### src/rtl/snitch_fpu_rob.sv
//------------------------------------------------------------------------------
// snitch_fpu_rob: tags FPU requests and retires out-of-order results in issue order.
// Optional same-cycle result forwarding to writeback: SNITCH_FPU_ROB_BYPASS_EN.
// Revision: 1.0
//------------------------------------------------------------------------------
`default_nettype none

module snitch_fpu_rob #(
  parameter int unsigned NumEntries = 4,
  parameter int unsigned FLEN       = 64,
  parameter int unsigned RdWidth    = 5
) (
  input  logic               clk_i,
  input  logic               rst_ni,
  input  logic               issue_valid_i,
  output logic               issue_ready_o,
  input  logic [RdWidth-1:0] issue_rd_i,
  output logic               fpu_in_valid_o,
  input  logic               fpu_in_ready_i,
  output logic [7:0]         fpu_tag_o,
  input  logic               fpu_out_valid_i,
  output logic               fpu_out_ready_o,
  input  logic [FLEN-1:0]    fpu_result_i,
  input  logic [4:0]         fpu_status_i,
  input  logic [7:0]         fpu_tag_i,
  output logic               wb_valid_o,
  input  logic               wb_ready_i,
  output logic [RdWidth-1:0] wb_rd_o,
  output logic [FLEN-1:0]    wb_data_o,
  output logic [4:0]         fflags_o,
  input  logic               fflags_clr_i,
  output logic               busy_o,
  output logic               tag_err_o
);

  localparam int unsigned IdxW = $clog2(NumEntries);
  localparam int unsigned PtrW = IdxW + 1;

  logic [NumEntries-1:0] alloc_q, alloc_d, done_q, done_d;
  logic [RdWidth-1:0]    rd_q     [NumEntries];
  logic [FLEN-1:0]       result_q [NumEntries];
  logic [4:0]            status_q [NumEntries];
  logic [PtrW-1:0]       head_q, head_d, tail_q, tail_d;
  logic [4:0]            fflags_q, fflags_d;
  logic                  tag_err_q, tag_err_d;

  logic [IdxW-1:0] head_idx, tail_idx, cap_idx;
  logic            full, empty, tag_hi_ok, cap_ok, cap_err, cap_store;
  logic            issue_fire, wb_fire, bypass;
  logic [4:0]      retire_status;

  assign head_idx = head_q[IdxW-1:0];
  assign tail_idx = tail_q[IdxW-1:0];
  assign cap_idx  = fpu_tag_i[IdxW-1:0];
  assign full     = (head_idx == tail_idx) && (head_q[IdxW] != tail_q[IdxW]);
  assign empty    = (head_q == tail_q);

  generate
    if (IdxW < 8) begin : g_tag_hi
      assign tag_hi_ok = (fpu_tag_i[7:IdxW] == '0);
    end else begin : g_tag_full
      assign tag_hi_ok = 1'b1;
    end
  endgenerate

  assign cap_ok     = fpu_out_valid_i && tag_hi_ok && alloc_q[cap_idx] && !done_q[cap_idx];
  assign cap_err    = fpu_out_valid_i && !cap_ok;
  assign issue_fire = issue_valid_i && fpu_in_ready_i && !full;

`ifdef SNITCH_FPU_ROB_BYPASS_EN
  // Forward a result aimed at the pending head straight to writeback.
  assign bypass        = cap_ok && (cap_idx == head_idx);
  assign wb_data_o     = bypass ? fpu_result_i : result_q[head_idx];
  assign retire_status = bypass ? fpu_status_i : status_q[head_idx];
`else
  assign bypass        = 1'b0;
  assign wb_data_o     = result_q[head_idx];
  assign retire_status = status_q[head_idx];
`endif

  assign wb_valid_o = bypass || (alloc_q[head_idx] && done_q[head_idx]);
  assign wb_rd_o    = rd_q[head_idx];
  assign wb_fire    = wb_valid_o && wb_ready_i;
  assign cap_store  = cap_ok && !(bypass && wb_ready_i);

  assign issue_ready_o   = fpu_in_ready_i && !full;
  assign fpu_in_valid_o  = issue_valid_i && !full;
  assign fpu_tag_o       = 8'(tail_idx);
  assign fpu_out_ready_o = 1'b1;
  assign busy_o          = !empty;
  assign fflags_o        = fflags_q;
  assign tag_err_o       = tag_err_q;

  // Issue and retire never touch the same slot: tail==head index only when full or empty.
  always_comb begin
    alloc_d   = alloc_q;
    done_d    = done_q;
    head_d    = head_q;
    tail_d    = tail_q;
    fflags_d  = fflags_q;
    tag_err_d = tag_err_q | cap_err;
    if (cap_store) done_d[cap_idx] = 1'b1;
    if (wb_fire) begin
      alloc_d[head_idx] = 1'b0;
      done_d[head_idx]  = 1'b0;
      head_d            = head_q + PtrW'(1);
    end
    if (issue_fire) begin
      alloc_d[tail_idx] = 1'b1;
      done_d[tail_idx]  = 1'b0;
      tail_d            = tail_q + PtrW'(1);
    end
    if (fflags_clr_i) fflags_d = '0;
    if (wb_fire) fflags_d = fflags_d | retire_status;
  end

  always_ff @(posedge clk_i or negedge rst_ni) begin
    if (!rst_ni) begin
      alloc_q   <= '0;
      done_q    <= '0;
      head_q    <= '0;
      tail_q    <= '0;
      fflags_q  <= '0;
      tag_err_q <= 1'b0;
    end else begin
      alloc_q   <= alloc_d;
      done_q    <= done_d;
      head_q    <= head_d;
      tail_q    <= tail_d;
      fflags_q  <= fflags_d;
      tag_err_q <= tag_err_d;
    end
  end

  always_ff @(posedge clk_i or negedge rst_ni) begin
    if (!rst_ni) begin
      for (int i = 0; i < int'(NumEntries); i++) begin
        rd_q[i]     <= '0;
        result_q[i] <= '0;
        status_q[i] <= '0;
      end
    end else begin
      if (issue_fire) rd_q[tail_idx] <= issue_rd_i;
      if (cap_store) begin
        result_q[cap_idx] <= fpu_result_i;
        status_q[cap_idx] <= fpu_status_i;
      end
    end
  end

endmodule

`default_nettype wire

### config.mk
export PLATFORM = sky130hd
export DESIGN_NAME = snitch_fpu_rob
export DESIGN_NICKNAME = d
export VERILOG_FILES = /design/src/rtl/snitch_fpu_rob.sv
export SDC_FILE = /design/constraint.sdc
export NUM_CORES = 1
export LEC_CHECK = 0
export BUFFER_PORTS_ARGS = -buffer_cell sky130_fd_sc_hd__buf_2
export CORE_MARGIN = 5
export CORE_UTILIZATION = 40
export CTS_BUF_LIST = sky130_fd_sc_hd__clkbuf_16
export DETAILED_ROUTE_END_ITERATION = 6
export GPL_ROUTABILITY_DRIVEN = 0
export GPL_TIMING_DRIVEN = 0
export PLACE_DENSITY_LB_ADDON = 0.15
export SLEW_MARGIN = 5
export SYNTH_ARGS = -nofsm -noshare
export SYNTH_HDL_FRONTEND = slang
export SYNTH_SLANG_ARGS = --single-unit
### constraint.sdc
create_clock -name clk_i -period 4 [get_ports clk_i]
set_input_delay 0 -clock clk_i [delete_from_list [all_inputs] [get_ports clk_i]]
set_output_delay 0 -clock clk_i [all_outputs]
set_load 0.01 [all_outputs]
### Word-level counts from Yosys, hierarchy flattened

Cells that the tools add are included.

* flip-flop bits (word level): 316
* output and inout port bits: 88

* add/subtract/negate cells: 2
* magnitude comparators: 11
* equal/unequal tests: 3
* muxes and demuxes: 39
* bitwise gates (word level): 12
* reduce and logical (&&, ||, !) cells: 21

Operators with widths (count)
* $bwmux 256: 1
* $mux 64: 3
* $bmux 64 s2: 1
* $demux 64 s2: 1
* $bwmux 20: 2
* $mux 5: 8
* $bmux 5 s2: 2
* $demux 5 s2: 2
* $mux 4: 5
* $logic_and 1x1->1: 16
* $and 4x4->4: 3
* $ge 3x3->1 const B: 3
* $lt 2x3->1 const B: 3
* $not 2->3: 3
* $bmux 1 s2: 4
* $not 4->4: 2
* $or 4x4->4: 2
* $mux 1: 7
* $add 3x1->3 const B: 2
* $demux 1 s2: 3
* $ge 2x1->1 const B: 3
* $logic_not 6->1: 1
* $lt 3x1->1 const B: 2
* $or 5x5->5: 1
* 5 further kinds: 8

### Depth between registers and ports, before layout

Gate-level depths: netlist of run 1.

* word-level depth: 10
* depth in mapped cells: 6
* gate-level depth less buffers: 5

### Least setup slack after synthesis of run 1

Ideal clock, no wire load.

* kind: register to register
* start point: register head_q[1]
* end point: register head_q[1]
* library setup time: 0.127 ns
* data arrival time: 1.658 ns
* required time: 3.873 ns
* slack: 2.215 ns
* stages on the path, launching flop included: 6
* path buffers: 1
* clock period less this slack: 1.785 ns
* cell sequence: dfrtp_1 -> inv_2 -> mux4_2 -> nor2b_2 -> buf_6 -> mux2_1

* longest elaborated chain between the ends: 4
* elaborated cells on any way between the ends: 7
* those cells by class: add/sub (1); mux (4); reduce/logical (2)

Ends and longest elaborated chain
* start, declared: line 43 `logic [PtrW-1:0] head_q, head_d, tail_q, tail_d;`
* start signal, assigned: line 121 `head_q <= '0;`
* start signal, assigned: line 128 `head_q <= head_d;`
* $bmux 1 s2: line 81 `assign wb_valid_o = bypass || (alloc_q[head_idx] && done_q[head_idx]);`
* $mux 1 (implied by the code): line 81
* $logic_and 1x1->1: line 81
* $logic_and 1x1->1: line 83 `assign wb_fire = wb_valid_o && wb_ready_i;`

Several ways; a longest one is shown, not always the timed one. The select of a mux whose other input is x is not followed.
A chain may end at the register's enable or synchronous reset.

### Final worst setup path of run 1

* start point: register head_q[1]
* end point: output port wb_data_o[62]

* longest elaborated chain between the ends: 4

Ends and longest elaborated chain
* $not 2->3 (implied by the code): line 77 `assign wb_data_o = result_q[head_idx];`
* $bmux 64 s2: line 77
* $mux 64 (implied by the code) (2 in series): line 77
* end, declared: line 29 `output logic [FLEN-1:0] wb_data_o,`

No other way between the ends. The select of a mux whose other input is x is not followed.

==> results.md, run 1 <==
* Area of the multi-input gates at 0.00564 mm^2
* Family with the most delay on the worst path: buffers and inverters
* Post-Layout Cell Count at 1601
* Fin. Hold Viols at 0
* Req. time, crit path at 4.00 ns
* Power Internal at 6.37 mW
* Sequential fraction of the synthesis area at 0.568
* Area grow syn2layout at 24.8%
* Endpoints failing setup at 0
* ANT nets after route at 0
* Crit Path Class: reg -> out
* Share of layout cells above drive strength 1 at 0.562
* Slowest-stage cell, CP: clkbuf_1
* Worst path depth at 4
* Antenna violations before repair at 1
* Reg2reg start: head_q[1]
* Clk_lat worst skew at 0.50 ns
* Root Driver: clkbuf_16
* Mean Syn Cell Area at 16.8 um^2
* Crit path DAT at 2.92 ns
* Clock share of power at 0.353
* Worst reg2reg endpoint: head_q[1]
* Startpoint Class: flop
* Post-cts gate resize count at 0
* Num CTS Buffers at 37
* Met2 usage at 0.264
* Sequential Power Share at 0.418
* Final slew viol count at 0
* Slew HR at 0.489
* Critical Path Sink: wb_data_o[62]
* Max_cap viols at 0
* Largest net degree at the start of global routing at 68
* First-pass GRT wire length at 51100 um
* Area of the core at 0.0345 mm^2
* GRT Resource Usage Total at 0.165
* P_sw at 2.39 mW
* Synth warn at 0
* Final Hold Slack at 0.0219 ns
* Outcome: finished, final reports clean
* CP Max Fanout at 10
* Peak VDD IR at 0.293 mV
* Sinks on Clock Net at 316
* Die height at 196 um
* Synthesized flop and latch total at 316
* Hpwl dp at 20900 um
* Fmax at 343 MHz
* CP peak stage delay at 0.65 ns
* Netlist Area Pre-Place at 0.0139 mm^2
* Fin crit period at 2.92 ns
* Period utilisation layout at 0.729
* Worst setup path startpoint: head_q[1]
* Grt total ovfl at 0
* Diodes inserted at 0
* Die Area at 0.0386 mm^2
* Register-to-Register Path Depth at 3
* Chip width at 196 um
* Drt pass-1 iters at 4
* Initial core utilization at 0.404
* R2R Setup Slk at 1.89 ns
* Yosys cell types at 35
* H-tree depth at 2
* CP bufs+invs at 3
* Reg area at 0.00791 mm^2
* Cells after Synth at 828
* GRT busiest layer: met2
* CTS tree: done
* Post-DR wirelength/cell at 19.5 um
* Reg clk slew, reported paths at 0.06 ns
* Final nets at 1222
* RSZ-0062 raised after global routing: false
* Row Count at 68
* # fillers at 3019
* Top cell by count, worst path: clkbuf_1
* Total number of vias at 8078
* Area after DPL at 0.0155 mm^2
* Number of port buffers at 169
* Post-place setup slack at 1.46 ns
* CTS Buffer Depth at 3
* Wirelength, routed at 31300 um
* Pleak at 8.80 nW
* Clock skew at 0.0165 ns
* Logic pwr share at 0.228
* Grt met1 use at 0.233
* Initial DRC Count at 257
* Worst Max-Slew Pin Slew at 0.766 ns
* Power Total at 8.76 mW
* Cell breakdown of the critical path: clkbuf_1, clkbuf_1, mux4_2, buf_2
* DRC at 0
* Post-route design area at 0.0174 mm^2
* Setup WS post-layout at 1.08 ns
* IO Count at 177
* Hold Crit Class: in -> async
* Critical Path End Type: output pin
* PD cells at 505 mW/mm^2
* Met3 Usage GRT at 0.0356
* Sw Share at 0.273
* Dpl cells at 1461
* Via density at 5.05
* Number of global-route vias before repair at 8920
==> power groups by stage <==
stage / clock network [mW] / registers [mW] / logic, mW
final: 3.09 / 3.66 / 2.00
after floorplan: 0 / 3.66 / 1.38
after global routing: 3.33 / 3.70 / 2.20
after detailed placement: 0 / 3.72 / 1.99
after global placement: 0 / 3.72 / 1.97
after CTS: 3.21 / 3.67 / 2.07
==> sequential cells by signal (all words and copies together), names as in the netlist <==
signal,flops
alloc_q,4
rd_q,20
result_q,256
head_q,3
tag_err_o,1
status_q,20
tail_q,3
fflags_o,5
done_q,4
==> routing by layer <==
layer  vias to the layer above  part of all wire
met3                        47             0.052
met5                         -           0.00042
li1                       3653                 -
met2                       154              0.47
met4                         2             0.020
met1                      4222              0.46
==> stage by stage <==
step            util   TNS, ns
4_1_cts        0.504         0
3_5_place_dp   0.449         0
3_3_place_gp   0.445  -1064.27
2_1_floorplan      -         0
6_report       0.504         0
5_1_grt        0.504         0
==> cell usage in the layout, fill, tap and decap left out, types with 2 or more instances in the layout <==
| master | n |
|---|---|
| dfrtp_1 | 316 |
| mux2_2 | 276 |
| buf_2 | 205 |
| dlygate4sd3_1 | 80 |
| mux4_2 | 75 |
| clkbuf_16 | 37 |
| mux2_4 | 20 |
| inv_1 | 18 |
| nand2_1 | 15 |
| buf_4 | 10 |
| clkinv_1 | 10 |
| clkbuf_1 | 8 |
| ha_1 | 8 |
| conb_1 | 7 |
| buf_6 | 5 |
| o21ai_0 | 5 |
| a22o_1 | 5 |
| xor2_1 | 4 |
| and2_4 | 4 |
| nand2b_1 | 4 |
| buf_16 | 4 |
| nor2_1 | 3 |
| xnor2_1 | 3 |
| a221oi_1 | 3 |
| bufinv_16 | 3 |
| and2_1 | 2 |
==> how the worst min path moves through the flow <==
stage	start	endpoint	slack, ns	cells after the start
5_1_grt	rst_ni	result_q[122]	0.06	2
3_3_place_gp	fpu_out_valid_i	tag_err_o	0.22	2
4_1_cts	rst_ni	result_q[250]	0.04	2
6_report	rst_ni	result_q[250]	0.02	2
2_1_floorplan	rst_ni	alloc_q[0]	-0.30	0
3_5_place_dp	rst_ni	result_q[250]	-0.02	1
==> synth_stat cells (all sizes together) <==
cell    number  share of area
or3          1        0.00045
o41ai        1        0.00063
nor2b        1        0.00063
nor4b        1        0.00063
xor2         4         0.0025
a221oi       3         0.0019
a21o         1        0.00054
and2         6         0.0034
mux2       297           0.25
xnor2        3         0.0019
nand2       15         0.0040
nor3         1        0.00036
and4         1        0.00063
nor4bb       1        0.00072
ha           8         0.0072
dfrtp      316           0.57
o311a        1         0.0015
o21ai        5         0.0018
mux4        75           0.12
nand2b       4         0.0018
clkbuf       8         0.0022
and3         1        0.00045
a211oi       1        0.00054
inv         10         0.0027
buf         52          0.023
nor4         1        0.00045
a22o         5         0.0031
nor2         3        0.00081
conb         2        0.00054
==> final cells by class <==
| type | count | share of cell area |
|---|---|---|
| Inverter | 10 | 0.00216 |
| Tap cell | 455 | 0.0328 |
| Sequential cell | 316 | 0.456 |
| Clock buffer | 37 | 0.0533 |
| Buffer | 60 | 0.0200 |
| Multi-Input combinational cell | 447 | 0.325 |
| Timing Repair Buffer | 253 | 0.102 |
| Clock inverter | 23 | 0.00959 |
==> kinds of logic (layout without fill, tap and decap cells) <==
group,Yosys count,count (layout),share of synthesized area
mux,372,372,0.367
flops,316,316,0.568
buf+inv,70,383,0.0276
simple gates,36,36,0.0144
compound gates,17,17,0.0101
fa+ha+maj,8,8,0.00720
xor+xnor,7,7,0.00441
other cells,2,7,0.000540
==> worst reg2reg max path, cell delays in order, from the launching register on <==
cell and delay [ns]:
dfrtp_1 0.54, clkbuf_1 0.62, clkbuf_1 0.66, mux2_1 0.23
==> timing repair <==
| item | 4_1_cts | 5_1_grt |
|---|---|---|
| endpoints found under the setup margin | 0 | 0 |
| endpoints found under the hold margin | 437 | 0 |
| hold buffers | 80 | 0 |
| buffers inserted | 0 | 0 |
(Power assumes the default switching activity.)
==> run 2: changes to the inputs <==
--- a/config.mk
+++ b/config.mk
@@ -5,6 +5,7 @@
 export SDC_FILE = /design/constraint.sdc
 export NUM_CORES = 1
 export LEC_CHECK = 0
+export ABC_AREA = 1
 export BUFFER_PORTS_ARGS = -buffer_cell sky130_fd_sc_hd__buf_2
 export CORE_MARGIN = 5
 export CORE_UTILIZATION = 40
==> constraint.sdc (replaced) <==
create_clock -name clk_i -period 3.1 [get_ports clk_i]
set_input_delay 0 -clock clk_i [delete_from_list [all_inputs] [get_ports clk_i]]
set_output_delay 0 -clock clk_i [all_outputs]
set_load 0.01 [all_outputs]
==> run 2 against run 1 <==
Compared with the run above: clock-buffer cell count unchanged; combinational power increased by 140%; clock skew increased by 0.0045 ns; global-route usage increased by 6.4 points; final cell count increased by 64%; register-to-register slack got worse by 1.3 ns; sequential share of layout area decreased by 0.92 points; clock power increased by 28%; power increased by 53%; via count increased by 64%; first-iteration DRC count increased to 4.1 times the previous value; critical path depth increased by 3; largest power group is now combinational cells.
==> results.md, run 2 <==
* Netlist Area Pre-Place at 0.0143 mm^2
* Reg2reg start: head_q[0]
* Post-DR wirelength/cell at 17.4 um
* Slew HR at 0.415
* Fmax at 333 MHz
* Reg area at 0.00791 mm^2
* Synth top area share at 0.553
* Number of global-route vias before repair at 12879
* Synthesized flop and latch total at 316
* Synth Area in Compound Gates at 0.0878
* Hold Crit Class: in -> reg
* Synth Area in Simple Gates at 0.304
* Commonest non-fill, non-tap cell in the layout: nand2_1
* Mean Syn Cell Area at 7.77 um^2
* First-pass GRT wire length at 72000 um
* Req. time, crit path at 3.10 ns
* Crit Path Class: reg -> out
* Final nets at 2231
* Wirelength, routed at 45600 um
* Cells after Synth at 1840
* Ys flop type: dfrtp_1
* ANT nets after route at 0
* Sequential fraction of the synthesis area at 0.553
* Row Count at 69
* GRT Resource Usage Total at 0.228
* Fin crit period at 3.00 ns
* Slowest-stage cell, CP: clkbuf_1
* Hpwl dp at 29800 um
* Num CTS Buffers at 37
* Peak VDD IR at 0.469 mV
* Outcome: finished, final reports clean
* Post-synthesis adder-cell area fraction at 0.00700
* Initial core utilization at 0.404
* Fin. Hold Viols at 0
* RSZ-0062 raised after global routing: false
* Mux cell area share after synthesis at 0
* Synth warn at 0
* XOR/XNOR share of the synthesized area at 0.00245
* Crit path DAT at 3.00 ns
* Number of port buffers at 168
* Clock skew at 0.0210 ns
* Area after DPL at 0.0158 mm^2
* Post-route design area at 0.0177 mm^2
* Top cells by count, synth: nand2_1 (951), dfrtp_1 (316), o21ai_0 (148), nor2_1 (147), o22ai_1 (69)
* Main combinational cell family by area after synthesis: simple AND/OR/NAND/NOR gates
* CP Max Fanout at 10
* Synth top area cells: dfrtp_1 (55%), nand2_1 (25%), o21ai_0 (5.2%)
* EDFF count, synth at 0
* Worst setup path startpoint: head_q[0]
* Postcts setup bufs at 0
* Via density at 5.04
* CTS Buffer Depth at 3
* Endpoints failing setup at 0
* Final Hold Slack at 0.0769 ns
* Worst reg2reg endpoint: done_q[3]
* Area leader, netlist: dfrtp_1
* Top Registers: result_q x256, rd_q x20, status_q x20
* CTS tree: done
* Max reg flops at 256
* Largest reg by FF count: result_q
* Share of synthesized registers carrying an async set or reset at 1.00
* Clk_lat worst skew at 0.51 ns
* Total number of vias at 13213
* Share of layout cells above drive strength 1 at 0.127
* Commonest non-fill, non-tap cells in the layout: nand2_1 (951), dfrtp_1 (316), buf_2 (190)
* Die height at 199 um
* Yosys cell types at 25
* Area of the multi-input gates at 0.00576 mm^2
* Area of the core at 0.0354 mm^2
* DRC at 0
* Area grow syn2layout at 23.9%
* Chip width at 199 um
* Sinks on Clock Net at 316
* H-tree depth at 2
* Critical Path Sink: wb_data_o[63]
* Root Driver: clkbuf_16
* R2R Setup Slk at 0.57 ns
* Grt total ovfl at 0
* # fillers at 3538
* Worst Max-Slew Pin Slew at 0.878 ns
* PD cells at 754 mW/mm^2
* Reg clk slew, reported paths at 0.06 ns
* Die Area at 0.0396 mm^2
* Critical Path End Type: output pin
* Cell breakdown of the critical path: clkbuf_4, clkinvlp_4, clkbuf_2, clkbuf_1, nor2_1, o22ai_1, buf_2
* Antenna violations before repair at 2
* Initial DRC Count at 1044
* Util after Layout at 0.500
* CP peak stage delay at 0.54 ns
* Max_cap viols at 0
* Register-to-Register Path Depth at 9
* Final slew viol count at 0
* Startpoint Class: flop
* Drt pass-1 iters at 6
* Count leader, synth: nand2_1
* IO Count at 177
* Pleak at 9.74 nW
* Period utilisation layout at 0.967
* Largest net degree at the start of global routing at 111
==> run 2: cell count changes in the layout (fill, tap and decap cells not counted), moves of 8 or more <==
cell | before | now
buf_4 | 10 | 18
buf_2 | 205 | 190
o21ai_0 | 5 | 148
a21oi_1 | 0 | 14
mux2_2 | 276 | 0
nand4_1 | 0 | 9
inv_1 | 18 | 37
nand2_1 | 15 | 951
mux2_4 | 20 | 0
nor2_1 | 3 | 147
clkbuf_1 | 8 | 64
nand3_1 | 0 | 15
o22ai_1 | 0 | 69
mux4_2 | 75 | 0
==> run 2: metal layers <==
metal | up-vias | track usage | routed length, um
li1 | 6369 | - | -
met1 | 6353 | 0.331 | 20600
met2 | 403 | 0.360 | 20900
met3 | 86 | 0.0312 | 2770
met4 | 2 | 0.0679 | 1290
met5 | - | 0 | 7
==> run 2: metrics by stage <==
step                power, mW  setup TNS (ns)  setup WS (ns)  instances
CTS                      13.5               0         0.0526       2621
finish                   13.4               0          0.101       2622
floorplan                7.38               0           1.34       1845
global route             14.2               0        0.00337       2622
global placement         9.37        -1353.09          -4.31       2474
detailed placement       9.41               0          0.189       2477
==> run 2: where the power goes <==
group | switching, mW | total, mW | internal, mW
Sequential | 0.211 | 4.65 | 4.44
Clock | 1.71 | 3.95 | 2.25
Combinational | 3.15 | 4.75 | 1.60
==> run 2: final cells by class <==
class	instances	share of cell area
inverter	32	0.00699
clock inverter	28	0.00869
tap	461	0.0326
sequential	316	0.446
clock buffer	37	0.0523
buffer	114	0.0300
timing repair buffer	251	0.0979
antenna	1	0.000141
multi-input combinational	1382	0.325
==> run 2: how the worst min path moves through the flow <==
stage | start | endpoint | slack (ns) | cells past startpoint
final | fpu_tag_i[3] | done_q[3] | 0.08 | 7
after floorplan | rst_ni | alloc_q[0] | -0.30 | 0
after global routing | fpu_tag_i[4] | done_q[3] | 0.13 | 7
after global placement | fpu_out_valid_i | tag_err_o | 0.22 | 2
after CTS | fpu_tag_i[3] | done_q[3] | 0.06 | 7
after detailed placement | rst_ni | result_q[11] | 0.11 | 2
==> run 2: logic make-up after synthesis <==
kind of cell / after synthesis
other cells: 2
xor+xnor: 4
fa+ha+maj: 8
flops: 316
buf+inv: 147
compound gates: 233
simple gates: 1130
==> run 2: repair_timing <==
item / 4_1_cts / 5_1_grt
hold endpoints to repair: 421 / 0
gates resized for setup: 1 / 4
endpoints found under the setup margin: 69 / 42
hold buffers: 80 / 0
==> run 2: worst max-delay path: cells and delay by family (launching register included) <==
kind	cells	cell delay [ns]
simple gates	1	0.08
buf+inv	5	1.64
flops	1	0.41
compound gates	1	0.34
